## src/rtl/vector_check_seq_if.sv

```systemverilog
// ---------------------------------------------------------------------------
// vector_check_seq_if
// Bundle of the sequencer's test-side buses:
//   rom_addr / rom_ce              -> shared read port of the A, B and EXP ROMs
//   rom_a_q / rom_b_q / rom_exp_q  <- ROM data, one cycle after rom_ce
//   dut_start / dut_ready / dut_done -> ap_ctrl_hs handshake of the core under test
//   dut_a / dut_b                  -> operands driven to the core
//   dut_result                     <- core ap_return, valid with dut_done
// master = sequencer side, slave = ROM/core side.
// ---------------------------------------------------------------------------
interface vector_check_seq_if #(
    parameter int DATA_W = 64,
    parameter int ADDR_W = 5
) ();
    logic [ADDR_W-1:0] rom_addr;
    logic              rom_ce;
    logic [DATA_W-1:0] rom_a_q;
    logic [DATA_W-1:0] rom_b_q;
    logic [DATA_W-1:0] rom_exp_q;
    logic              dut_start;
    logic              dut_ready;
    logic              dut_done;
    logic [DATA_W-1:0] dut_a;
    logic [DATA_W-1:0] dut_b;
    logic [DATA_W-1:0] dut_result;

    modport master (
        output rom_addr, rom_ce,
        input  rom_a_q, rom_b_q, rom_exp_q,
        output dut_start,
        input  dut_ready, dut_done,
        output dut_a, dut_b,
        input  dut_result
    );

    modport slave (
        input  rom_addr, rom_ce,
        output rom_a_q, rom_b_q, rom_exp_q,
        input  dut_start,
        output dut_ready, dut_done,
        input  dut_a, dut_b,
        output dut_result
    );
endinterface

```

## src/rtl/vector_check_seq.sv

```systemverilog
// ---------------------------------------------------------------------------
// vector_check_seq
// Self-checking test-vector sequencer for ap_ctrl_hs arithmetic cores.
// For each of NUM_VEC vectors it reads operand A, operand B and the expected
// result from three 1-cycle-latency ROMs, starts the core, waits for its
// result (bounded by a watchdog) and counts mismatches.
// Ports:
//   ap_clk, ap_rst_n     clock, synchronous active-low reset
//   ap_start             start a run (sampled in IDLE)
//   stop_on_fail         end the run after the first failure (sampled at start)
//   ap_done / ap_ready   one-cycle end-of-run pulse
//   ap_idle              high while idle
//   ap_return            saturating failure count of the last run
//   first_fail_idx/_valid index of the first failing vector
//   timeout_err          last run aborted on the watchdog
//   bus                  ROM read port and core handshake (master side)
// ---------------------------------------------------------------------------
module vector_check_seq #(
    parameter int DATA_W  = 64,
    parameter int NUM_VEC = 20,
    parameter int ADDR_W  = 5,
    parameter int CNT_W   = 8,
    parameter int TIMEOUT = 1024
) (
    input  logic              ap_clk,
    input  logic              ap_rst_n,
    input  logic              ap_start,
    input  logic              stop_on_fail,
    output logic              ap_done,
    output logic              ap_idle,
    output logic              ap_ready,
    output logic [CNT_W-1:0]  ap_return,
    output logic [ADDR_W-1:0] first_fail_idx,
    output logic              first_fail_valid,
    output logic              timeout_err,
    vector_check_seq_if.master bus
);

    localparam int WD_W = $clog2(TIMEOUT);

    localparam logic [2:0] S_IDLE  = 3'd0;
    localparam logic [2:0] S_FETCH = 3'd1;
    localparam logic [2:0] S_LATCH = 3'd2;
    localparam logic [2:0] S_START = 3'd3;
    localparam logic [2:0] S_WAIT  = 3'd4;
    localparam logic [2:0] S_NEXT  = 3'd5;
    localparam logic [2:0] S_DONE  = 3'd6;

    logic [2:0]        state_reg;
    logic [ADDR_W-1:0] idx_reg;
    logic [CNT_W-1:0]  fail_cnt_reg;
    logic [ADDR_W-1:0] first_idx_reg;
    logic              first_valid_reg;
    logic              timeout_reg;
    logic              stop_reg;
    logic              vec_failed_reg;
    logic [WD_W-1:0]   wdog_reg;
    logic [DATA_W-1:0] a_reg;
    logic [DATA_W-1:0] b_reg;
    logic [DATA_W-1:0] exp_reg;

    logic eval_now;
    logic timeout_now;
    logic fail_now;

    // Compare happens either in START (zero-latency core: ready and done
    // together) or in WAIT when done arrives. A watchdog expiry counts as a
    // failure of the current vector too.
    always_comb begin
        eval_now    = ((state_reg == S_START) && bus.dut_ready && bus.dut_done)
                   || ((state_reg == S_WAIT) && bus.dut_done);
        timeout_now = (state_reg == S_WAIT) && !bus.dut_done
                   && (wdog_reg == WD_W'(TIMEOUT - 1));
        fail_now    = (eval_now && (bus.dut_result != exp_reg)) || timeout_now;
    end

    always_ff @(posedge ap_clk) begin
        if (!ap_rst_n) begin
            state_reg       <= S_IDLE;
            idx_reg         <= '0;
            fail_cnt_reg    <= '0;
            first_idx_reg   <= '0;
            first_valid_reg <= 1'b0;
            timeout_reg     <= 1'b0;
            stop_reg        <= 1'b0;
            vec_failed_reg  <= 1'b0;
            wdog_reg        <= '0;
            a_reg           <= '0;
            b_reg           <= '0;
            exp_reg         <= '0;
        end else begin
            if (fail_now) begin
                if (fail_cnt_reg != {CNT_W{1'b1}}) begin
                    fail_cnt_reg <= fail_cnt_reg + 1'b1;
                end
                if (!first_valid_reg) begin
                    first_idx_reg   <= idx_reg;
                    first_valid_reg <= 1'b1;
                end
                vec_failed_reg <= 1'b1;
            end

            case (state_reg)
                S_IDLE: begin
                    if (ap_start) begin
                        idx_reg         <= '0;
                        fail_cnt_reg    <= '0;
                        first_valid_reg <= 1'b0;
                        timeout_reg     <= 1'b0;
                        stop_reg        <= stop_on_fail;
                        state_reg       <= S_FETCH;
                    end
                end
                S_FETCH: begin
                    vec_failed_reg <= 1'b0;
                    state_reg      <= S_LATCH;
                end
                S_LATCH: begin
                    a_reg     <= bus.rom_a_q;
                    b_reg     <= bus.rom_b_q;
                    exp_reg   <= bus.rom_exp_q;
                    state_reg <= S_START;
                end
                S_START: begin
                    if (bus.dut_ready) begin
                        wdog_reg  <= '0;
                        state_reg <= bus.dut_done ? S_NEXT : S_WAIT;
                    end
                end
                S_WAIT: begin
                    wdog_reg <= wdog_reg + 1'b1;
                    if (bus.dut_done) begin
                        state_reg <= S_NEXT;
                    end else if (timeout_now) begin
                        timeout_reg <= 1'b1;
                        state_reg   <= S_DONE;
                    end
                end
                S_NEXT: begin
                    if ((idx_reg == ADDR_W'(NUM_VEC - 1)) || (stop_reg && vec_failed_reg)) begin
                        state_reg <= S_DONE;
                    end else begin
                        idx_reg   <= idx_reg + 1'b1;
                        state_reg <= S_FETCH;
                    end
                end
                S_DONE: begin
                    state_reg <= S_IDLE;
                end
                default: begin
                    state_reg <= S_IDLE;
                end
            endcase
        end
    end

    assign ap_idle          = (state_reg == S_IDLE);
    assign ap_done          = (state_reg == S_DONE);
    assign ap_ready         = ap_done;
    assign ap_return        = fail_cnt_reg;
    assign first_fail_idx   = first_idx_reg;
    assign first_fail_valid = first_valid_reg;
    assign timeout_err      = timeout_reg;

    assign bus.rom_addr  = idx_reg;
    assign bus.rom_ce    = (state_reg == S_FETCH);
    assign bus.dut_start = (state_reg == S_START);
    assign bus.dut_a     = a_reg;
    assign bus.dut_b     = b_reg;

endmodule

```

## src/flat_wrapper.sv

```systemverilog
// flat-port wrapper written by rule: the top's interface ports become plain ports
module vector_check_seq_flat 
#(
    parameter int DATA_W  = 64,
    parameter int NUM_VEC = 20,
    parameter int ADDR_W  = 5,
    parameter int CNT_W   = 8,
    parameter int TIMEOUT = 1024
)
  (ap_clk, ap_rst_n, ap_start, stop_on_fail, ap_done, ap_idle, ap_ready, ap_return, first_fail_idx, first_fail_valid, timeout_err, bus_rom_addr, bus_rom_ce, bus_rom_a_q, bus_rom_b_q, bus_rom_exp_q, bus_dut_start, bus_dut_ready, bus_dut_done, bus_dut_a, bus_dut_b, bus_dut_result);
  vector_check_seq_if #(.DATA_W(DATA_W), .ADDR_W(ADDR_W)) bus_i ();
  input  logic ap_clk;
  input  logic ap_rst_n;
  input  logic ap_start;
  input  logic stop_on_fail;
  output logic ap_done;
  output logic ap_idle;
  output logic ap_ready;
  output logic [CNT_W-1:0] ap_return;
  output logic [ADDR_W-1:0] first_fail_idx;
  output logic first_fail_valid;
  output logic timeout_err;
  output wire logic [$bits(bus_i.rom_addr)-1:0] bus_rom_addr;
  output wire logic [$bits(bus_i.rom_ce)-1:0] bus_rom_ce;
  input wire logic [$bits(bus_i.rom_a_q)-1:0] bus_rom_a_q;
  input wire logic [$bits(bus_i.rom_b_q)-1:0] bus_rom_b_q;
  input wire logic [$bits(bus_i.rom_exp_q)-1:0] bus_rom_exp_q;
  output wire logic [$bits(bus_i.dut_start)-1:0] bus_dut_start;
  input wire logic [$bits(bus_i.dut_ready)-1:0] bus_dut_ready;
  input wire logic [$bits(bus_i.dut_done)-1:0] bus_dut_done;
  output wire logic [$bits(bus_i.dut_a)-1:0] bus_dut_a;
  output wire logic [$bits(bus_i.dut_b)-1:0] bus_dut_b;
  input wire logic [$bits(bus_i.dut_result)-1:0] bus_dut_result;
  assign bus_rom_addr = bus_i.rom_addr;
  assign bus_rom_ce = bus_i.rom_ce;
  assign bus_i.rom_a_q = bus_rom_a_q;
  assign bus_i.rom_b_q = bus_rom_b_q;
  assign bus_i.rom_exp_q = bus_rom_exp_q;
  assign bus_dut_start = bus_i.dut_start;
  assign bus_i.dut_ready = bus_dut_ready;
  assign bus_i.dut_done = bus_dut_done;
  assign bus_dut_a = bus_i.dut_a;
  assign bus_dut_b = bus_i.dut_b;
  assign bus_i.dut_result = bus_dut_result;
  vector_check_seq #(.DATA_W(DATA_W), .NUM_VEC(NUM_VEC), .ADDR_W(ADDR_W), .CNT_W(CNT_W), .TIMEOUT(TIMEOUT)) u_core (.ap_clk(ap_clk), .ap_rst_n(ap_rst_n), .ap_start(ap_start), .stop_on_fail(stop_on_fail), .ap_done(ap_done), .ap_idle(ap_idle), .ap_ready(ap_ready), .ap_return(ap_return), .first_fail_idx(first_fail_idx), .first_fail_valid(first_fail_valid), .timeout_err(timeout_err), .bus(bus_i));
endmodule
```

## config.mk

```make
export PLATFORM = sky130hd
export DESIGN_NAME = vector_check_seq_flat
export DESIGN_NICKNAME = d
export VERILOG_FILES = /design/src/rtl/vector_check_seq_if.sv /design/src/rtl/vector_check_seq.sv /design/src/flat_wrapper.sv
export SDC_FILE = /design/constraint.sdc
export NUM_CORES = 1
export LEC_CHECK = 0
export ABC_AREA = 1
export CAP_MARGIN = 20
export CELL_PAD_IN_SITES_DETAIL_PLACEMENT = 1
export CELL_PAD_IN_SITES_GLOBAL_PLACEMENT = 2
export CORE_AREA = 2 2 159 317
export CTS_CLUSTER_SIZE = 14
export DETAILED_ROUTE_END_ITERATION = 10
export DIE_AREA = 0 0 161 319
export PLACE_DENSITY_LB_ADDON = 0.1
export SLEW_MARGIN = 20
export SYNTH_ARGS = -nofsm -noshare
export SYNTH_HDL_FRONTEND = slang
export SYNTH_SLANG_ARGS = --single-unit
```

## constraint.sdc

```tcl
create_clock -name ap_clk -period 1.7 [get_ports ap_clk]
set_input_delay 0.34 -clock ap_clk [delete_from_list [all_inputs] [get_ports ap_clk]]
set_output_delay 0.34 -clock ap_clk [all_outputs]
set_load 0.01 [all_outputs]
```

# Word level (Yosys, flattened, before mapping)
# Index checks and enable logic that the tools add are counted.
dict set report totals {
  wordCells 78
  input_bits 262
  output_inout_bits 153
  register_bits 227
}
dict set report op_classes {
  eq_ne 16
  n_addsub 3
  muxes 23
  n_bitwise 2
  n_reduce_logical 22
}
# cell count
set op_table {}
lappend op_table {{64-bit inequality test} 1}
lappend op_table {{8-bit two-way mux} 4}
lappend op_table {{10-bit case mux with 2 select lines} 1}
lappend op_table {{3-bit case mux with 6 select lines} 1}
lappend op_table {{3-bit two-way mux} 5}
lappend op_table {{10-bit by 1-bit adder with 10-bit output (second input constant)} 1}
lappend op_table {{10-bit equality test (second input constant)} 1}
lappend op_table {{10-bit two-way mux} 1}
lappend op_table {{5-bit two-way mux} 2}
lappend op_table {{5-bit case mux with 2 select lines} 1}
lappend op_table {{3-bit equality test (second input constant)} 3}
lappend op_table {{8-bit by 1-bit adder with 8-bit output (second input constant)} 1}
lappend op_table {{8-bit inequality test (second input constant)} 1}
lappend op_table {{1-bit logical AND} 7}
lappend op_table {{1-bit two-way mux} 7}
lappend op_table {{3-bit by 2-bit equality test with 1-bit output (second input constant)} 2}
lappend op_table {{2-bit inequality test (second input constant)} 3}
lappend op_table {{2-bit AND reduction} 3}
lappend op_table {{3-bit AND reduction} 2}
lappend op_table {{2-bit nonzero test} 3}
lappend op_table {{5-bit by 1-bit adder with 5-bit output (second input constant)} 1}
lappend op_table {{5-bit equality test (second input constant)} 1}
lappend op_table {{2-bit by 1-bit inequality test with 1-bit output (second input constant)} 2}
lappend op_table {{4-bit AND reduction} 1}
lappend op_table {{other kinds (8)} 11}

# Longest topological paths before layout
# Gate-level depths: netlist of the first run.
dict set report depth {
  ltp_word 9
  depth_mapped 15
  mapped_depth_nobuf 14
}

# Worst setup path after synthesis of the first run
# Ideal clock, no wire load.
dict set report synth_timing {
  path_kind {register -> register}
  startpoint {register u_core.wdog_reg[0]}
  endpoint {register u_core.first_idx_reg[1], in the netlist u_core.first_fail_idx[1]}
  stages_incl_launch_ff 12
  required_time_ns 1.585
  arrival_ns 1.587
  n_path_buf 1
  setup_ns 0.115
  path_slack_ns -0.003
  synth_period_minus_slack_ns 1.703
  path_cell_list {dfxtp_1 -> ha_1 -> nand3_2 -> nor2_2 -> nand4_1 -> nor2_1 -> nand3_4 -> nand2_4 -> buf_6 -> nand3_1 -> nand2_1 -> nor2_1}
}
dict set report synth_via {
  elab_chain_cells 4
}
# element line
set synth_lines {}
lappend synth_lines {{from (decl)} vector_check_seq.sv:57} ;# logic [WD_W-1:0] wdog_reg;
lappend synth_lines {{from (signal assigned)} vector_check_seq.sv:131} ;# wdog_reg <= wdog_reg + 1'b1;
lappend synth_lines {{10-bit equality test} vector_check_seq.sv:73} ;# && (wdog_reg == WD_W'(TIMEOUT - 1));
lappend synth_lines {{1-bit logical AND} vector_check_seq.sv:73}
lappend synth_lines {{1-bit logical OR} vector_check_seq.sv:74} ;# fail_now = (eval_now && (bus.dut_result != exp_reg)) || timeout_now;
lappend synth_lines {{2-bit AND reduction (no source line)} -}
lappend synth_lines {{to (signal assigned)} vector_check_seq.sv:97} ;# first_idx_reg <= idx_reg;
lappend synth_lines {{to (decl)} vector_check_seq.sv:52} ;# logic [ADDR_W-1:0] first_idx_reg;
# Every way passes these cells.
# A chain may end at the register's enable or synchronous reset.

# Final worst setup path of the first run
dict set report layout_timing {
  startpoint {register u_core.state_reg[2]}
  endpoint {output port ap_ready}
}
dict set report layout_via {
  elab_chain_cells 1
}
# element line
set layout_lines {}
lappend layout_lines {{from (decl)} vector_check_seq.sv:49} ;# logic [2:0] state_reg;
lappend layout_lines {{from (signal assigned)} vector_check_seq.sv:127} ;# state_reg <= bus.dut_done ? S_NEXT : S_WAIT;
lappend layout_lines {{3-bit equality test} vector_check_seq.sv:158} ;# assign ap_done = (state_reg == S_DONE);
lappend layout_lines {{to (decl)} flat_wrapper.sv:18} ;# output logic ap_ready;
# Every way passes these cells.

==> results.yml, run 1 <==
clocking:
  root_buffer: "clkbuf_16"
  cts.sinks: 227
  cts_tree: "built"
  insertion_delay_ns: 0.57
  cts_buffers: 27
  cts_buffer_depth: 3
  clk_pin_slew_ns: 0.06
  htree_levels: 1
min_path:
  hp-class: "input port to flip-flop"
  worstHoldStart: "ap_rst_n"
setup_path:
  rr_startpoint: "u_core.state_reg[0]"
  path_max_fanout: 4
  crit_path_end_kind: "output pin"
  startpoint: "u_core.state_reg[2]"
  startpoint_type: "flip-flop"
  worstSetupPathType: "flip-flop to output pin"
  cp.arrival_ns: 1.45
  cp.required_ns: 1.36
route:
  wire_per_inst_um: 16.2
  vias_per_cell: 4.20
  firstDrtPassIters: 4
  drt_first_iter_violations: 288
  ant_nets: 0
  drc: 0
  routed_wl_mm: 41.0
  vias: 10600
sta:
  worst_clock_skew_ns: 0.0179
  min_period_over_period: 1.05
  maxSlewViolCount: 0
  rsz0062_at_grt: "yes"
  fmax_mhz: 558
  hold_viol: 0
  layout_min_cycle_time_ns: 1.79
  setup_viol: 17
  slew-limit-headroom: 0.662
  worstMarginPinSlew_ns: 0.506
  postLayoutSetupSlackWorst_ns: -0.0910
synth:
  synth.cell_area_um2: 9690
  synth-seq-cells: 227
  yosysSeqAreaShare: 0.469
  avgSynthCellArea_um2: 7.04
  ys_warn_count: 0
  yosys.cell_types.count: 37
  syn-num-nets: 1642
  syn_inst: 1377
power_and_ir_drop:
  ir_drop_v: 0.000600
  p_total_mw: 22.5
  p_leak_nw: 7.29
  power_density_nw_per_um2: 1360
grt:
  grt_pass1_vias: 11500
  overflow: 0
  grt_pass1_wl_mm: 63.7
  grt_max_degree: 79
  track_usage: 0.157
  antenna_found_initial: 13
floorplanning:
  die_y_um: 319
  dieArea_um2: 51400
  start_util: 0.198
  die_w_um: 161
  ios: 415
  rows: 115
  fp.coreArea_um2: 48900
outcome:
  status: "finished with violations"
  violations: "setup timing"
cells_and_area:
  mostFrequentLayoutCells: "inv_1, clkdlybuf4s50_1, nand2_1"
  area_growth_syn_to_layout_pct: 71.0
  final_net_count: 2130
  layout_commonest_cell: "inv_1"
  drive_gt1_frac: 0.140
placement:
  detailedPlace.worstSlack_ns: -1.02
  hpwlAfterDp_mm: 30.8
  portBuffers: 414
  place.gp.congestion: 0.762
run:
  drv_cap: 0
## where the power goes
part           total (mW)  internal, mW  leakage (nW)  switching (mW)
Clock                6.04          3.55         0.453            2.49
Combinational        8.54          3.97          4.97            4.57
Sequential           7.95          7.05          1.86           0.899
## timing repair
action                     CTS  global route
buffers inserted            14             8
gates cloned                 3             1
gates resized for setup    249            62
setup endpoints to repair  237            47
pin swaps                   24            31
hold buffers                 0             0
## routing by layer
layer | GRT usage | wire length, um | up-vias
met5 | 0 | 99 | -
met4 | 0.0484 | 744 | 16
met3 | 0.0702 | 4200 | 58
met2 | 0.273 | 20100 | 322
met1 | 0.170 | 15900 | 4933
li1 | - | - | 5302
## kinds of logic (layout without fill, tap and decap cells)
logic type	after synthesis	count (layout)	share of synthesized area
adders and majority gates	3	3	0.00387
buffers and inverters	349	855	0.137
AOI/OAI and AO/OA	438	438	0.229
other	0	5	0
xor gates and xnor gates	12	12	0.0108
DFF	227	227	0.469
and+or+nand+nor	348	351	0.150
## worst max-delay path: stages (launching register included)
cell     delay [ns]
dfxtp_4        0.38
inv_2          0.05
nor3_2         0.17
buf_4          0.17
buf_6          0.11
## through the flow
step	cells	util	hold WS, ns	TNS (ns)	area (um2)
3_5_place_dp	2453	0.310	0.438	-16.52	15100
2_1_floorplan	1377	-	0.433	0	9690
5_1_grt	2533	0.339	0.117	-3.41	16600
3_3_place_gp	2453	0.310	0.431	-14.72	15100
4_1_cts	2520	0.333	0.101	-1.64	16300
6_report	2534	0.339	0.140	-0.386	16600
## Yosys cell counts, drive strengths merged
library cell,instances,area share
o22ai,1,0.00065
o21ai,209,0.11
nand4,3,0.0019
clkinv,1,0.00039
nor2,72,0.032
and3,1,0.00065
nor3b,1,0.00078
o2111ai,1,0.00090
nand3,24,0.015
ha,3,0.0039
nand2,237,0.093
buf,9,0.0057
xor2,11,0.0099
dfxtp,227,0.47
a221oi,2,0.0018
a21oi,221,0.11
or2,1,0.00065
clkbuf,60,0.023
xnor2,1,0.00090
o21bai,1,0.00078
inv,279,0.11
nor3,8,0.0053
o211a,1,0.0010
nor4,1,0.00065
a211oi,2,0.0015
## layout make-up
class	count	area, um2
Tap cell	643	805
Inverter	280	1050
Multi-Input combinational cell	804	4230
Clock inverter	9	110
Clock buffer	41	798
Timing Repair Buffer	525	4990
Sequential cell	227	4570
Antenna cell	5	12.5
Fill cell	5857	32400
## path summary, 6_finish.rpt
kind / endpoint / slack [ns] / depth (start not counted)
min reg2reg: u_core.bus.dut_b[50] / 0.44 / 2
max reg2reg: u_core.first_fail_idx[2] / -0.03 / 13
max: ap_ready / -0.09 / 4
min: u_core.wdog_reg[5] / 0.14 / 2
(Power assumes the default switching activity.)
==> run 2: changes to the inputs <==
CAP_MARGIN = 10   (was 20)
==> results of run 2 <==
The final DEF is identical to that of run 1; final timing and power are the same.
